### config.mk
export PLATFORM = sky130hd
export DESIGN_NAME = pueo_trig_accept
export DESIGN_NICKNAME = d
export VERILOG_FILES = /design/src/rtl/pueo_trig_accept.sv
export SDC_FILE = /design/constraint.sdc
export NUM_CORES = 2
export LEC_CHECK = 0
export CAP_MARGIN = 20
export CORE_ASPECT_RATIO = 1.75
export CORE_MARGIN = 2
export CORE_UTILIZATION = 40
export DETAILED_ROUTE_END_ITERATION = 7
export PLACE_DENSITY = 0.58
export SLEW_MARGIN = 5
export SYNTH_ARGS = -nofsm -noshare
export SYNTH_HDL_FRONTEND = slang
export SYNTH_SLANG_ARGS = --single-unit
### constraint.sdc
create_clock -name clk_i -period 7.71 [get_ports clk_i]
set_input_delay 0.771 -clock clk_i [delete_from_list [all_inputs] [get_ports clk_i]]
set_output_delay 0.771 -clock clk_i [all_outputs]
set_load 0.01 [all_outputs]
### src/rtl/pueo_trig_accept.sv
// rtl/pueo_trig_accept.sv - trigger accept, event stamping, event FIFO and L2 holdoff/dead gating
// Optional build macro: PUEO_TRIG_ACCEPT_STATS_EN enables the saturating drop counter.
module pueo_trig_accept #(
    parameter int DEPTH        = 4,
    parameter int MAX_OUTSTAND = 8
) (
    input  logic         clk_i,
    input  logic         rst_n_i,
    input  logic         ce_i,
    input  logic         run_en_i,
    input  logic [15:0]  holdoff_len_i,
    input  logic         trig_i,
    input  logic [63:0]  tio0_meta_i,
    input  logic [63:0]  tio1_meta_i,
    input  logic [63:0]  tio2_meta_i,
    input  logic [63:0]  tio3_meta_i,
    input  logic         event_done_i,
    output logic         ev_valid_o,
    input  logic         ev_ready_i,
    output logic [31:0]  ev_number_o,
    output logic [31:0]  ev_time_o,
    output logic [255:0] ev_meta_o,
    output logic         holdoff_o,
    output logic         dead_o,
    output logic [15:0]  drop_count_o
);
    localparam int AW = $clog2(DEPTH);
    localparam logic [AW:0] FULL_CNT = (AW+1)'(DEPTH);
    localparam logic [7:0]  MAX_OS   = 8'(MAX_OUTSTAND);

    localparam logic [1:0] ST_IDLE  = 2'd0;
    localparam logic [1:0] ST_RUN   = 2'd1;
    localparam logic [1:0] ST_DRAIN = 2'd2;

    logic [1:0]    state, state_next;
    logic [31:0]   timestamp;
    logic [31:0]   evnum;
    logic [7:0]    outstand, outstand_next;
    logic [15:0]   hold_cnt;
    logic [AW-1:0] wr_ptr, rd_ptr;
    logic [AW:0]   count, count_next;
    logic [319:0]  mem [DEPTH];
    logic          fifo_full, accept, pop, start_run;

    assign fifo_full  = (count == FULL_CNT);
    assign holdoff_o  = (hold_cnt != 16'd0);
    assign ev_valid_o = (count != '0);
    assign pop        = ev_valid_o && ev_ready_i;
    assign start_run  = (state == ST_IDLE) && run_en_i;
    // fifo_full is already reflected in dead_o; kept here so a full FIFO can never be overwritten
    assign accept     = trig_i && (state == ST_RUN) && !holdoff_o && !dead_o && !fifo_full;

    assign {ev_number_o, ev_time_o, ev_meta_o} = mem[rd_ptr];

    always_comb begin
        count_next = count;
        if (accept && !pop)
            count_next = count + (AW+1)'(1);
        else if (!accept && pop)
            count_next = count - (AW+1)'(1);

        outstand_next = outstand;
        if (accept && !event_done_i)
            outstand_next = outstand + 8'd1;
        else if (!accept && event_done_i && (outstand != 8'd0))
            outstand_next = outstand - 8'd1;

        state_next = state;
        unique case (state)
            ST_IDLE:  if (run_en_i) state_next = ST_RUN;
            ST_RUN:   if (!run_en_i) state_next = (outstand_next != 8'd0) ? ST_DRAIN : ST_IDLE;
            ST_DRAIN: if (outstand == 8'd0) state_next = ST_IDLE;
            default:  state_next = ST_IDLE;
        endcase
    end

    always_ff @(posedge clk_i or negedge rst_n_i) begin
        if (!rst_n_i) begin
            state     <= ST_IDLE;
            timestamp <= 32'd0;
            evnum     <= 32'd0;
            outstand  <= 8'd0;
            hold_cnt  <= 16'd0;
            wr_ptr    <= '0;
            rd_ptr    <= '0;
            count     <= '0;
            dead_o    <= 1'b1;
            for (int i = 0; i < DEPTH; i++)
                mem[i] <= '0;
        end else begin
            state     <= state_next;
            timestamp <= timestamp + 32'd1;
            outstand  <= outstand_next;
            count     <= count_next;
            // registered from next-state so L2 sees the gate one clk after the causing event
            dead_o    <= (state_next != ST_RUN) || (outstand_next == MAX_OS) || (count_next == FULL_CNT);

            if (start_run)
                evnum <= 32'd0;
            else if (accept)
                evnum <= evnum + 32'd1;

            if (accept)
                hold_cnt <= holdoff_len_i;
            else if (ce_i && holdoff_o)
                hold_cnt <= hold_cnt - 16'd1;

            if (accept) begin
                mem[wr_ptr] <= {evnum, timestamp, tio3_meta_i, tio2_meta_i, tio1_meta_i, tio0_meta_i};
                wr_ptr      <= wr_ptr + AW'(1);
            end
            if (pop)
                rd_ptr <= rd_ptr + AW'(1);
        end
    end

`ifdef PUEO_TRIG_ACCEPT_STATS_EN
    logic [15:0] drop_cnt;

    always_ff @(posedge clk_i or negedge rst_n_i) begin
        if (!rst_n_i)
            drop_cnt <= 16'd0;
        else if (start_run)
            drop_cnt <= 16'd0;
        else if (trig_i && !accept && (drop_cnt != 16'hFFFF))
            drop_cnt <= drop_cnt + 16'd1;
    end

    assign drop_count_o = drop_cnt;
`else
    assign drop_count_o = 16'd0;
`endif

endmodule

==> metrics.md <==
| Metric | Value |
|---|---|
| CTS tree | `done` |
| GRT Total Usage | `23.6%` |
| Die X | `298 um` |
| Critical path peak fanout | `51` |
| Synth unique cells | `57` |
| TritonCTS Buffers | `137` |
| Pre-Repair DR Iteration Count | `5` |
| Leak | `37.5 nW` |
| CP endpoint kind | `primary output` |
| Sequential cell area fraction in the yosys report | `57.2%` |
| Grt ovf | `0` |
| Crit path DAT | `3.64 ns` |
| Commonest non-fill, non-tap cell in the layout | `nand2_1` |
| Routed WL per cell | `20.3 um` |
| Critical path class | `reg -> out` |
| Crit path required time | `6.94 ns` |
| Synth warnings | `0` |
| Hold Crit Depth | `2` |
| Cells after Synth | `6366` |
| Most frequent cells in the layout | `nand2_1 (3864), dfrtp_1 (1375), clkdlybuf4s50_1 (600)` |
| Setup violations, final | `0` |
| Chip height | `518 um` |
| Relative slew slack | `25.8%` |
| Prevailing post-synth register cell | `dfrtp_1` |
| Final worst slack | `3.30 ns` |
| Async SR Flop Fraction | `100%` |
| IO Port Bufs | `601` |
| Largest net degree at the start of global routing | `171` |
| Core area | `150000 sq um` |
| # IOs | `618` |
| CTS Buffer Depth | `3` |
| Slew Viols, Final | `0` |
| Post-route insts no fill | `8876` |
| Final layout net count | `7055` |
| Final Core Density | `48.5%` |
| Setup TNS | `0 ns` |
| Hold slack | `0.459 ns` |
| CP Launch Type | `register` |
| Routed Antenna Nets | `0` |
| Clock skew | `0.0414 ns` |
| # Post-CTS Setup Buffers | `0` |
| Outcome | `finished, final reports clean` |
| Min-delay worst type | `reg -> reg` |
| Worst VDD drop | `0.000257 V` |
| 1st-iter DRT viols | `2857` |
| Min cycle time layout | `4.41 ns` |
| Initial core utilization | `40.3%` |
| FF+latch count, synth | `1378` |
| Clk root buf | `clkbuf_16` |
| R2R cell count | `9` |
| Syn_area_per_cell | `9.48 sq um` |
| Dominant cell type by area after synthesis | `dfrtp_1` |
| Mapped Area | `60300 sq um` |
| Post-synth EDFFs | `0` |
| Routed vias | `44841` |
| Placed Area | `68100 sq um` |
| Place WS | `3.37 ns` |
| Total power draw | `16.9 mW` |
| CTS sink count | `1378` |
| Gp weighted congestion | `0.805` |
| RSZ-0062 raised after global routing | `no` |
| Post-route cell area | `72600 sq um` |
| First-pass GRT wire length | `283000 um` |
| Pwr per Cell Area | `232 nW/um^2` |
| Post-DP HPWL | `106000 um` |
| Die ar. | `154000 sq um` |
| Vias in the first global route | `46807` |
| Fmax | `227 MHz` |
| Area growth syn-to-layout | `20.3%` |
| Via density | `5.05` |
| Synth top area share | `57.1%` |
| Clock transition at path regs | `0.06 ns` |
| # resized after CTS | `0` |
| # rows | `188` |
| Final Cycle Share | `57.1%` |
| Clk_lat worst skew | `0.78 ns` |
| Worst Tran Pin Value | `1.11 ns` |
| Layout cell share with drive strength beyond 1 | `8.87%` |
| Final wirelength | `180000 um` |
| Top cells by area, synth | `dfrtp_1 (57%), nand2_1 (24%), mux4_2 (12%)` |
| Max-cap check violation count | `0` |
| Htree depth | `4` |
| Placed insts | `8617` |
| Fin. Hold Viols | `0` |
| Initial antenna violation count | `32` |
| DRC violations left | `0` |
[cells by family after synthesis]
logic type,share of synthesized area [%]
other,0.00622
DFF,57.2
AOI/OAI and AO/OA,0.844
and+or+nand+nor,25.8
xor gates and xnor gates,1.03
adders and majority gates,0.324
muxes,12.0
buffers and inverters,2.84
[per-layer routing]
| layer | GRT usage (%) | up-vias | wire length, um |
|---|---|---|---|
| met4 | 7.25 | 40 | 4570 |
| met1 | 29.3 | 22389 | 72300 |
| li1 | - | 20938 | - |
| met5 | 0 | - | 229 |
| met2 | 40.1 | 1191 | 88800 |
| met3 | 6.54 | 283 | 14300 |
[cell type report]
| class | instances | area [sq um] |
|---|---|---|
| clock buffer | 205 | 4040 |
| inverter | 20 | 75.1 |
| multi-input combinational | 4564 | 24200 |
| fill | 14003 | 77200 |
| antenna | 14 | 35.0 |
| tap | 1995 | 2500 |
| sequential | 1378 | 34500 |
| clock inverter | 39 | 462 |
| timing repair buffer | 661 | 6760 |
[synthesized netlist by cell type (15+ instances only)]
master and instances:
nor4_1 15, buf_4 16, nor3_1 17, and3_1 16
o21ai_0 46, nand2_1 3868, mux4_2 320, dfrtp_1 1377
inv_1 20, xnor2_1 54, nor2_1 50, nand3_1 23
xor2_1 17, buf_1 56, a21oi_1 15, clkbuf_1 345
[sequential cells by signal, indices dropped and copies added (netlist names)]
name       cells
dead_o         1
count          3
outstand       8
rd_ptr         2
hold_cnt      16
wr_ptr         2
timestamp     32
mem         1280
state          2
evnum         32
[worst paths after layout]
path,slack (ns),startpoint,to
setup / recovery,3.30,rd_ptr[1],ev_meta_o[4]
hold / removal,0.46,mem[217],mem[217]
setup reg to reg,3.43,hold_cnt[0],mem[180]
hold reg to reg,0.46,mem[217],mem[217]
max in group asynchronous,5.18,rst_n_i,mem[205]
min in group asynchronous,0.62,rst_n_i,mem[922]
[report_power, final]
part	internal, mW	switching [mW]
clock	3.82	2.96
sequential	7.36	0.232
combinational	1.07	1.41
[worst max-delay path, cell delays in order, from the launching register on]
cell and delay [ns]:
dfrtp_4 0.89, buf_4 0.80, mux4_2 0.36, clkdlybuf4s50_1 0.73
[repair_timing]
| item | in CTS | in global routing |
|---|---|---|
| setup endpoints to repair | 0 | 0 |
| endpoints found under the hold margin | 77 | 0 |
| hold buffers | 1 | 0 |
No activity file was read; power rests on OpenSTA's default activity.
